===== src/rtl/ef_pwmn_pkg.sv =====
// ef_pwmn_pkg: register map, CONTROL/IRQ bit positions and mode encodings for ef_pwmn_apb
package ef_pwmn_pkg;
  localparam logic [15:0] ADDR_LOAD     = 16'h00;
  localparam logic [15:0] ADDR_CLKDIV   = 16'h04;
  localparam logic [15:0] ADDR_CONTROL  = 16'h08;
  localparam logic [15:0] ADDR_DEADTIME = 16'h0C;
  localparam logic [15:0] ADDR_RIS      = 16'h10;
  localparam logic [15:0] ADDR_IM       = 16'h14;
  localparam logic [15:0] ADDR_ICR      = 16'h18;
  localparam logic [15:0] ADDR_MIS      = 16'h1C;
  localparam logic [15:0] ADDR_CMP0     = 16'h20;
  localparam int CTRL_EN   = 0;
  localparam int CTRL_MODE = 1;
  localparam int CTRL_SHEN = 2;
  localparam int CTRL_INV  = 8;
  localparam int IRQ_ZERO = 0;
  localparam int IRQ_TOP  = 1;
  typedef enum logic {MODE_UP = 1'b0, MODE_UPDOWN = 1'b1} mode_e;
  function automatic logic [15:0] cmp_addr(input int i);
    return ADDR_CMP0 + 16'(4 * i);
  endfunction
endpackage


===== src/rtl/ef_pwmn_deadtime.sv =====
// ef_pwmn_deadtime: complementary output pair with rising-edge dead-time insertion
module ef_pwmn_deadtime (
  input  logic       clk,
  input  logic       rst,
  input  logic       h,
  input  logic       en,
  input  logic [7:0] DEADTIME,
  output logic       pwmH,
  output logic       pwmL
);
  logic       hp_q, ok;
  logic [7:0] cnt_q, cnt_d, age;
  // age = cycles h has held its current level, saturating
  always_comb begin
    age = (h != hp_q) ? 8'd0 : cnt_q;
    cnt_d = &age ? age : age + 8'd1;
    ok = age >= DEADTIME;
  end
  always_ff @(posedge clk) begin
    if (rst) begin
      hp_q <= 1'b0;
      cnt_q <= 8'd0;
      pwmH <= 1'b0;
      pwmL <= 1'b0;
    end else begin
      hp_q <= h;
      cnt_q <= en ? cnt_d : 8'd0;
      pwmH <= en && h && ok;
      pwmL <= en && !h && ok;
    end
  end
endmodule


===== src/rtl/ef_pwmn_apb.sv =====
// ef_pwmn_apb: multi-channel PWM with shared prescaled up/up-down timebase, shadowed compares and APB access
module ef_pwmn_apb
  import ef_pwmn_pkg::*;
#(
  parameter int NCH = 4,
  parameter int W   = 16
) (
  input  logic           PCLK,
  input  logic           PRESET,
  input  logic [31:0]    PADDR,
  input  logic           PWRITE,
  input  logic           PSEL,
  input  logic           PENABLE,
  input  logic [31:0]    PWDATA,
  output logic [31:0]    PRDATA,
  output logic           PREADY,
  output logic [NCH-1:0] pwmH,
  output logic [NCH-1:0] pwmL,
  output logic           irq
);
  logic [W-1:0]   load_q, load_d, load_sh_q, load_sh_d, cnt_q, cnt_d, cnt_nx;
  logic [W-1:0]   cmp_q [NCH];
  logic [W-1:0]   cmp_d [NCH];
  logic [W-1:0]   cmp_sh_q [NCH];
  logic [W-1:0]   cmp_sh_d [NCH];
  logic [7:0]     clkdiv_q, dt_q, presc_q, presc_d;
  logic           en_q, shen_q, dn_q, dn_d;
  mode_e          mode_q;
  logic [NCH-1:0] inv_q, h;
  logic [1:0]     ris_q, ris_d, im_q, icr, ev;
  logic [15:0]    a;
  logic           wr, tick, zero_ev, top_ev, bypass, unused_bits;
  assign unused_bits = ^{PADDR[31:16], PWDATA};
  assign PREADY = 1'b1;
  assign irq = |(ris_q & im_q);
  always_comb begin
    a = PADDR[15:0];
    wr = PSEL & PENABLE & PWRITE;
    tick = en_q && presc_q == clkdiv_q;
    presc_d = (!en_q || tick) ? 8'd0 : presc_q + 8'd1;
    cnt_nx = (mode_q == MODE_UP) ? ((cnt_q >= load_q) ? '0 : cnt_q + W'(1))
           : !dn_q ? ((cnt_q < load_q) ? cnt_q + W'(1) : load_q)
           : (cnt_q == '0) ? '0 : cnt_q - W'(1);
    cnt_d = !en_q ? '0 : tick ? cnt_nx : cnt_q;
    dn_d = (!en_q || mode_q == MODE_UP) ? 1'b0 : !tick ? dn_q
         : (cnt_nx == load_q) ? 1'b1 : (cnt_nx == '0) ? 1'b0 : dn_q;
    zero_ev = tick && cnt_nx == '0;
    top_ev = tick && cnt_nx == load_q;
    ev[IRQ_ZERO] = zero_ev;
    ev[IRQ_TOP] = top_ev;
    icr = (wr && a == ADDR_ICR) ? PWDATA[1:0] : 2'b00;
    ris_d = (ris_q & ~icr) | ev;
    // shadows always track writes so enabling shadowing later never loads stale values
    bypass = !(shen_q && en_q);
    load_sh_d = (wr && a == ADDR_LOAD) ? PWDATA[W-1:0] : load_sh_q;
    load_d = (wr && a == ADDR_LOAD && bypass) ? PWDATA[W-1:0]
           : (zero_ev && !bypass) ? load_sh_q : load_q;
    for (int i = 0; i < NCH; i++) begin
      cmp_sh_d[i] = (wr && a == cmp_addr(i)) ? PWDATA[W-1:0] : cmp_sh_q[i];
      cmp_d[i] = (wr && a == cmp_addr(i) && bypass) ? PWDATA[W-1:0]
               : (zero_ev && !bypass) ? cmp_sh_q[i] : cmp_q[i];
    end
  end
  always_ff @(posedge PCLK) begin
    if (PRESET) begin
      load_q <= '0;
      load_sh_q <= '0;
      cnt_q <= '0;
      cmp_q <= '{default: '0};
      cmp_sh_q <= '{default: '0};
      clkdiv_q <= 8'd0;
      dt_q <= 8'd0;
      presc_q <= 8'd0;
      en_q <= 1'b0;
      shen_q <= 1'b0;
      dn_q <= 1'b0;
      mode_q <= MODE_UP;
      inv_q <= '0;
      ris_q <= 2'b00;
      im_q <= 2'b00;
    end else begin
      load_q <= load_d;
      load_sh_q <= load_sh_d;
      cnt_q <= cnt_d;
      cmp_q <= cmp_d;
      cmp_sh_q <= cmp_sh_d;
      presc_q <= presc_d;
      dn_q <= dn_d;
      ris_q <= ris_d;
      if (wr && a == ADDR_CLKDIV) clkdiv_q <= PWDATA[7:0];
      if (wr && a == ADDR_DEADTIME) dt_q <= PWDATA[7:0];
      if (wr && a == ADDR_IM) im_q <= PWDATA[1:0];
      if (wr && a == ADDR_CONTROL) begin
        en_q <= PWDATA[CTRL_EN];
        mode_q <= mode_e'(PWDATA[CTRL_MODE]);
        shen_q <= PWDATA[CTRL_SHEN];
        inv_q <= PWDATA[CTRL_INV +: NCH];
      end
    end
  end
  always_comb begin
    PRDATA = 32'hDEADBEEF;
    case (a)
      ADDR_LOAD:     PRDATA = 32'(load_sh_q);
      ADDR_CLKDIV:   PRDATA = 32'(clkdiv_q);
      ADDR_CONTROL:  PRDATA = {16'h0, 8'(inv_q), 5'h0, shen_q, mode_q, en_q};
      ADDR_DEADTIME: PRDATA = 32'(dt_q);
      ADDR_RIS:      PRDATA = 32'(ris_q);
      ADDR_IM:       PRDATA = 32'(im_q);
      ADDR_ICR:      PRDATA = 32'h0;
      ADDR_MIS:      PRDATA = 32'(ris_q & im_q);
      default: ;
    endcase
    for (int i = 0; i < NCH; i++) if (a == cmp_addr(i)) PRDATA = 32'(cmp_sh_q[i]);
  end
  for (genvar g = 0; g < NCH; g++) begin : g_ch
    assign h[g] = (cnt_q < cmp_q[g]) ^ inv_q[g];
    ef_pwmn_deadtime u_dt (
      .clk(PCLK),
      .rst(PRESET),
      .h(h[g]),
      .en(en_q),
      .DEADTIME(dt_q),
      .pwmH(pwmH[g]),
      .pwmL(pwmL[g])
    );
  end
endmodule


===== config.mk =====
export PLATFORM = sky130hd
export DESIGN_NAME = ef_pwmn_apb
export DESIGN_NICKNAME = d
export VERILOG_FILES = /design/src/rtl/ef_pwmn_pkg.sv /design/src/rtl/ef_pwmn_deadtime.sv /design/src/rtl/ef_pwmn_apb.sv
export SDC_FILE = /design/constraint.sdc
export NUM_CORES = 1
export LEC_CHECK = 0
export CAP_MARGIN = 20
export CORE_ASPECT_RATIO = 1.4
export CORE_MARGIN = 8
export CORE_UTILIZATION = 60
export CTS_CLUSTER_DIAMETER = 50
export DETAILED_ROUTE_END_ITERATION = 10
export PLACE_DENSITY = 0.8
export SYNTH_ARGS = -nofsm -noshare
export SYNTH_HDL_FRONTEND = slang
export SYNTH_HIERARCHICAL = 1
export SYNTH_SLANG_ARGS = --single-unit

===== constraint.sdc =====
create_clock -name PCLK -period 7.9 [get_ports PCLK]
set_clock_uncertainty 0.1 [all_clocks]
set_input_delay 1.975 -clock PCLK [delete_from_list [all_inputs] [get_ports PCLK]]
set_output_delay 1.975 -clock PCLK [all_outputs]
set_load 0.1 [all_outputs]

* Word-level counts from Yosys, hierarchy flattened *
Index checks and enable logic that the tools add are counted.

operators by class
  add/subtract/negate cells = 7
  order comparisons = 10
  equal/unequal tests = 17
  muxes and demuxes = 31
  bitwise logic cells = 13
  reduce and logical (&&, ||, !) cells = 62

operators with widths
  operator                                              count
  case mux 32 bit (8 select lines)                      1
  2-to-1 mux 16 bit                                     15
  2-to-1 mux 32 bit                                     4
  less-than comparator 16 bit                           5
  equality test 16 x 5 -> 1 bit, second input constant  4
  equality test 16 x 6 -> 1 bit, second input constant  4
  2-to-1 mux 8 bit                                      8
  zero test 16 bit                                      3
  adder 8 x 1 -> 8 bit, second input constant           5
  logical AND 1 bit                                     36
  equality test 16 x 4 -> 1 bit, second input constant  2
  greater-or-equal comparator 8 bit                     4
  AND reduction 8 bit                                   4
  adder 16 x 1 -> 16 bit, second input constant         1
  equality test 16 bit                                  1
  equality test 16 x 3 -> 1 bit, second input constant  1
  greater-or-equal comparator 16 bit                    1
  subtractor 16 x 1 -> 16 bit, second input constant    1
  nonzero test 2 bit                                    6
  equality test 8 bit                                   1
  OR reduction 2 bit                                    4
  AND 2 bit                                             3
  zero test 1 bit                                       6
  != test 1 bit                                         4
  9 further kinds                                       16

storage, ports and cells
  flip-flop bits (word level) = 256
  input port bits = 69
  output and inout port bits = 42
  word-level logic and storage cells = 177

* Depth between registers and ports, before layout *
Gate-level depths: netlist (run 1).

  depth in word-level cells = 9
  depth in mapped cells = 21
  gate-level depth less buffers = 19

* By module *
Netlist (run 1), hierarchy kept.

by module, submodules not included
  module            times used  cells an instance  area an instance (sq um)  seq. area each (sq um)
  ef_pwmn_apb       1           1,637              12,717.2                  4,244.1
  ef_pwmn_deadtime  4           97                 800.8                     220.2

* Least setup slack after synthesis (run 1) *
No wires, ideal clock.

  path type = input -> output
  start = input port PADDR[10]
  end = output port PRDATA[12]
  arrival = 5,516 ps
  required time = 5,825 ps
  path slack = 309 ps
  stages on the path = 7
  buffers on the path = 1
  cells stage by stage = nor4_1 nand3_1 or2_2 clkbuf_1 nor4_2 a21oi_1 nor3_1

between the ends
  longest elaborated chain between the ends = 6
  elaborated cells on any way between the ends = 17
  classes of those cells = eq/ne: 11; mux: 5; reduce/logical: 1

RTL lines
  what                                                         line                RTL
  start, declared                                              ef_pwmn_apb.sv:10   input logic [31:0] PADDR,
  equality test 16 x 5 -> 1 bit, or another cell as far along  ef_pwmn_apb.sv:103  case (a)
  case mux 32 bit (8 select lines)                             ef_pwmn_apb.sv:103
  2-to-1 mux 32 bit (3 in series)                              ef_pwmn_apb.sv:114  for (int i = 0; i < NCH; i++) if (a == cmp_addr(i)) PRDATA = 32'(cmp_sh_q[i]);
  2-to-1 mux 32 bit *                                          ef_pwmn_apb.sv:114
  end, declared                                                ef_pwmn_apb.sv:15   output logic [31:0] PRDATA,

Mark *: on every way between the ends. The rest lies on a longest branch, timed or not.

* Worst setup path after layout (run 1) *
  start = input port PADDR[8]
  end = output port PRDATA[12]

Same word-level chain as after synthesis.

==> flow_summary.ini, run 1 <==
[clock_tree]
post_cts_resized = 0
worstSkewPairLatency_ns = 0.58
cts_tree = done
h-tree-depth = 1
cts_setup_buffers = 0
clk_path_buf_depth = 3
cts_buffers = 29
cts_root_buffer = clkbuf_16
postCtsHoldBufs = 0
cts.sinks = 256
clk_pin_slew_ns = 0.06

[worst_setup_path]
path_class = primary input to output port
rr_worst_depth = 18
cp.arrival_ns = 4.68
endpoint_kind = output port
r2r-end = g_ch[3].u_dt/pwmL
r2r_setup_slack_ns = 1.74
worst_ep_required_time_ns = 5.83
r2r_start = cnt_q[1]
crit_path_max_fanout = 17
start_kind = primary input

[global_route]
grt_pass1_wl_um = 85650
grt_usage_pct = 33.72
grt_antenna_before_repair = 0
grt_overflow = 0
grt_pass1_vias = 15170
grt_start_max_net_pins = 110

[place]
dp_hpwl_um = 38750
placed_cells_incl_taps = 2308
io_buffers = 72
place_congestion = 0.9938

[routing]
wl_per_cell_um = 23.46
first_pass_iters = 6
drc = 0
antenna_left = 0
dr.first_iter.drc_count = 1568
routed_via_density = 6.605
routed_wl_um = 55400
num_vias = 15590

[outcome]
status = completed

[pwr]
peakVddDrop_uv = 182.2
p_total_w = 0.002860
p_seq_share_pct = 45.1
p_int_w = 0.002182
power_density_mw_per_mm2 = 162.6
leakage_nw = 6.439
combPwrFrac_pct = 3.3
swShare_pct = 23.70
p_clk_share_pct = 51.6
net-switching-power_w = 0.0006778

[synthesis]
yosys.area.top_type = dfxtp_1
ys_warn_count = 6
synth_edf_count = 0
synth.area.top_cells = dfxtp_1, ha_1, nand2_1, a21oi_1, nor2_1
netlist.area_leader.share_pct = 32.19
synthArstFlopShare_pct = 0
syn_area_per_cell_um2 = 7.862
synth-main-ff-cell = dfxtp_1
ys_ff_latch = 256
seq_area_frac_synth_pct = 32.19
yosysUniqueCellTypes = 81
syn-cell-area_mm2 = 0.01592
synthCells = 2025

[sta]
finalCritPeriodShare_pct = 85.46
fmax_mhz = 148.1
fin_crit_ns = 6.752
hold_viol_final = 0
worstMarginPinSlew_ns = 1.064
timing.final.max_slew_violations = 0
setup-tns-final_ns = 0
finalSetupViolCount = 0
relSlewSlack_pct = 29.09
rsz0062_at_grt = no

[cells_and_area]
antenna_cells = 0
layout-drive-gt1-share_pct = 7.413
syn_to_final_growth_pct = 10.48
stdcell_count = 2361
nets = 2195

[floorplanning]
ios = 111
die_area_mm2 = 0.03208
die_w_um = 153.7
die_h_um = 208.7
initial_core_util_pct = 61.00
fp.coreArea_mm2 = 0.02610
rows = 70

[min_path]
hold_depth = 2
hp-class = flip-flop to flip-flop
min-delay-start = cmp_q[2]
hold_end = cmp_q[2]

[run]
maxCapViolations = 0
## how the worst max path moves through the flow
stage | from | end | slack (ns) | cells past startpoint
after detailed placement | PADDR[10] | PRDATA[12] | 1.24 | 9
after floorplan | PADDR[10] | PRDATA[12] | 0.31 | 7
after global placement | PADDR[10] | PRDATA[6] | 1.26 | 11
final | PADDR[8] | PRDATA[12] | 1.15 | 9
after CTS | PADDR[2] | PRDATA[7] | 1.21 | 10
after global routing | PADDR[2] | PRDATA[7] | 0.94 | 10
## cell families (layout without fill, tap and decap cells)
family / after synthesis / after routing / share of synthesized area, %
AO/OA/AOI/OAI: 482 / 482 / 20.61
XOR/XNOR: 60 / 60 / 3.489
adder cells (fa/ha/maj): 111 / 111 / 8.724
buffers and inverters: 283 / 291 / 7.600
flip-flops: 256 / 256 / 32.19
multiplexers: 46 / 46 / 3.073
other: 2 / 6 / 0.04717
AND/OR/NAND/NOR: 785 / 785 / 24.27
## power by group through the flow
stage | Sequential (W) | Combinational, W | Clock, W
floorplan | 0.00132 | 0.0000549 | 0
global placement | 0.00132 | 0.0000888 | 0
detailed placement | 0.00132 | 0.0000896 | 0
CTS | 0.00129 | 0.0000899 | 0.00148
global route | 0.00129 | 0.0000960 | 0.00154
finish | 0.00129 | 0.0000933 | 0.00148
## cell usage after synthesis (39+ instances only)
| cell type | count |
|---|---|
| nand2_1 | 259 |
| dfxtp_1 | 256 |
| nor2_1 | 204 |
| a21oi_1 | 192 |
| inv_1 | 132 |
| ha_1 | 111 |
| nand3_1 | 97 |
| clkbuf_1 | 88 |
| a32oi_1 | 41 |
| mux2i_1 | 41 |
| nor3_1 | 41 |
| o221a_1 | 40 |
| xnor2_1 | 40 |
| o21ai_0 | 39 |
## cell type report
cell class	count	area [um2]
repair buffers	98	877.1
well taps	324	405.4
flip-flops and latches	256	5125
multi-input cells	1490	9603
clock buffers	35	798.3
clock inverters	18	254.0
fillers	2211	8512
inverters	140	525.5
## placed cells by master (no fill, tap or decap), types with 29 or more instances in the layout
cell             count
mux2i_1             41
nand2_1            259
inv_1              132
buf_4               42
a21o_1              35
xnor2_1             40
a21oi_1            192
nor2_1             203
o21ai_0             39
nor3_1              41
o221a_1             40
ha_1               111
dfxtp_1            256
clkbuf_16           29
nand3_1             97
a32oi_1             41
clkdlybuf4s50_1     55
nand4_1             30
## critical path: stages
cell and delay, ns:
clkdlybuf4s50_1 0.41, nor4_1 0.30, nand3_1 0.20, or2_2 0.47
nor4_2 0.25, buf_4 0.22, a21oi_1 0.10, nor3_1 0.37
buf_4 0.37
## flip-flops by register name, summed over array words and instances (netlist names), 2 cells and up
register	cells
cmp_sh_q	64
inv_q	4
cnt_q	16
g_ch.u_dt/cnt_q	32
g_ch.u_dt/pwmH	4
presc_q	8
cmp_q	64
im_q	2
g_ch.u_dt/pwmL	4
clkdiv_q	8
load_sh_q	16
ris_q	2
load_q	16
g_ch.u_dt/hp_q	4
dt_q	8
## per-layer routing
| metal | track usage, % | routed length [um] |
|---|---|---|
| met4 | 25.62 | 4625 |
| met5 | 0 | 0 |
| met3 | 5.266 | 4722 |
| met2 | 57.41 | 26340 |
| met1 | 37.35 | 19710 |
## stage by stage
stage / setup slack, ns / utilization (%) / cell area [um2] / hold WS [ns]
2_1_floorplan: 0.3086 / - / 15940 / 0.3371
3_3_place_gp: 1.263 / 63.36 / 16540 / 0.3524
3_5_place_dp: 1.238 / 63.36 / 16540 / 0.3570
4_1_cts: 1.210 / 67.39 / 17590 / 0.3658
5_1_grt: 0.9415 / 67.39 / 17590 / 0.3871
6_report: 1.148 / 67.39 / 17590 / 0.3630
Power figures use the tool's default switching activity.
==> inputs of run 2 (changes only) <==
--- a/config.mk
+++ b/config.mk
@@ -7,7 +7,6 @@
 export LEC_CHECK = 0
 export CAP_MARGIN = 20
 export CORE_ASPECT_RATIO = 1.4
-export CORE_MARGIN = 8
 export CORE_UTILIZATION = 60
 export CTS_CLUSTER_DIAMETER = 50
 export DETAILED_ROUTE_END_ITERATION = 10
==> constraint.sdc (replaced) <==
create_clock -name PCLK -period 7.21 [get_ports PCLK]
set_clock_uncertainty 0.1 [all_clocks]
set_input_delay 1.8025 -clock PCLK [delete_from_list [all_inputs] [get_ports PCLK]]
set_output_delay 1.8025 -clock PCLK [all_outputs]
set_load 0.1 [all_outputs]
==> run 2 against run 1 <==
Critical path depth stayed put. Clock-buffer cell count is 1 lower. First-iteration DRC count is 1.9% lower. Design area is 1.2% higher. Worst setup slack worse by 0.37 ns. Die area is 15% lower. Critical endpoint is now PRDATA[5]. Sequential cell count stayed put.
==> flow_summary.ini, run 2 (synthesis results as in run 1) <==
[outcome]
status = completed

[sta]
fin_crit_ns = 6.428
worstMarginPinSlew_ns = 1.153
rsz0062_at_grt = no
hold_ws_ns = 0.3651
finalSetupViolCount = 0
relSlewSlack_pct = 22.87
hold_viol_final = 0
timing.final.max_slew_violations = 0
worst_slack_ns = 0.7823
setup-tns-final_ns = 0
fmax_mhz = 155.6
finalCritPeriodShare_pct = 89.15

[routing]
dr.first_iter.drc_count = 1538
routed_via_density = 6.714
first_pass_iters = 8
num_vias = 15890
routed_wl_um = 55030
antenna_left = 0
wl_per_cell_um = 23.26
drc = 0

[pwr]
combPwrFrac_pct = 3.3
net-switching-power_w = 0.0007229
p_seq_share_pct = 44.1
peakVddDrop_uv = 189.6
p_clk_share_pct = 52.6
power_density_mw_per_mm2 = 180.0
swShare_pct = 22.56
p_total_w = 0.003204
leakage_nw = 6.548
p_int_w = 0.002481

[worst_setup_path]
crit_top_cell = o21ai_0
path_class = primary input to output port
crit_path_max_fanout = 17
r2r_start = cnt_q[1]
cp_cell_sequence = clkdlybuf4s50_1 > nor2_1 > a22oi_1 > o21ai_0 > o22ai_1 > o21ai_0 > o21ai_0 > o21ai_0 > buf_12
endpoint_kind = output port
r2r_setup_slack_ns = 0.89
r2r-end = g_ch[1].u_dt/pwmH
cp.arrival_ns = 4.53
worst_ep_required_time_ns = 5.31
rr_worst_depth = 18
start_kind = primary input
crit_path_top_delay_cell = clkdlybuf4s50_1
crit_path_max_incr_delay_ns = 0.73

[global_route]
grt_busiest_layer = met2
grt_start_max_net_pins = 121
grt_pass1_wl_um = 85100
use_met3_pct = 8.943
grt_usage_pct = 40.50
grt_overflow = 0
met1_usage_pct = 43.88
grt_pass1_vias = 15310
use_met2_pct = 66.50
grt_antenna_before_repair = 0

[cells_and_area]
syn_to_final_growth_pct = 11.79
stdcell_count = 2366
nets = 2200
layout-drive-gt1-share_pct = 8.325
fillers = 2164
final_cell_mix = nand2_1, dfxtp_1, nor2_1
reg_top3 = cmp_q x64, cmp_sh_q x64, g_ch.u_dt/cnt_q x32
final_common_cell = nand2_1
antenna_cells = 0

[place]
place_congestion = 1.021
io_buffers = 72
placed_cells_incl_taps = 2314
dp_hpwl_um = 38380
place_ws_ns = 0.9933

[floorplanning]
die_h_um = 194.7
die_w_um = 139.7
die_area_mm2 = 0.02720
rows = 70
fp.coreArea_mm2 = 0.02610
initial_core_util_pct = 61.00
ios = 111

[min_path]
min-delay-start = cmp_q[6]
hp-class = flip-flop to flip-flop
hold_depth = 2
hold_end = cmp_q[6]

[clock_tree]
clk_pin_slew_ns = 0.06
post_cts_resized = 0
postCtsHoldBufs = 0
clk_path_buf_depth = 3
cts_setup_buffers = 0
cts_tree = done
cts.sinks = 256
cts_root_buffer = clkbuf_16
worstSkewPairLatency_ns = 0.58
h-tree-depth = 1
cts_buffers = 28

[run]
maxCapViolations = 0
==> run 2: changes by cell type in the layout (fill, tap and decap cells not counted), sizes merged <==
cell,change
inv,-1
buf,+17
clkinv,-2
clkdlybuf4s50,-11
bufinv,+4
clkinvlp,-1
clkbuf,-1
==> run 2: worst max-delay path: cells and delay by family <==
kind | cells | cell delay (ns)
AO/OA/AOI/OAI | 6 | 1.29
buffers and inverters | 2 | 0.97
AND/OR/NAND/NOR | 1 | 0.46
==> run 2: worst max-delay path by stage <==
stage,start,end,slack [ns],depth (start not counted)
after floorplan,PADDR[10],PRDATA[5],0.27,8
after global placement,PADDR[4],PRDATA[5],0.96,9
after detailed placement,PADDR[10],PRDATA[6],0.99,11
after CTS,PADDR[4],PRDATA[5],0.91,9
after global routing,PADDR[10],PRDATA[6],0.67,11
final,PADDR[3],PRDATA[5],0.78,9
==> run 2: through the flow <==
step | util (%) | cell area [um2]
floorplan | - | 15960
global placement | 64.05 | 16720
detailed placement | 64.05 | 16720
CTS | 68.19 | 17800
global route | 68.19 | 17800
finish | 68.19 | 17800
==> run 2: layout make-up <==
type	count	area (um2)	area share [%]
clock buffers	34	753.2	4.232
well taps	324	405.4	2.278
multi-input cells	1490	9628	54.10
clock inverters	18	327.8	1.842
inverters	140	525.5	2.953
repair buffers	104	1032	5.800
flip-flops and latches	256	5125	28.80
==> run 2: power by group through the flow <==
stage	logic (W)	registers, W	clock network [W]
2_1_floorplan	0.0000601	0.00145	0
3_3_place_gp	0.0000987	0.00145	0
3_5_place_dp	0.0000996	0.00145	0
4_1_cts	0.0000996	0.00141	0.00169
5_1_grt	0.000106	0.00141	0.00175
6_report	0.000105	0.00141	0.00169
==> run 2: routing by layer <==
metal  vias up  wire length [um]
met5         -                 0
li1       7205                 -
met2       908             25420
met4         0              5388
met3       330              5156
met1      7443             19070
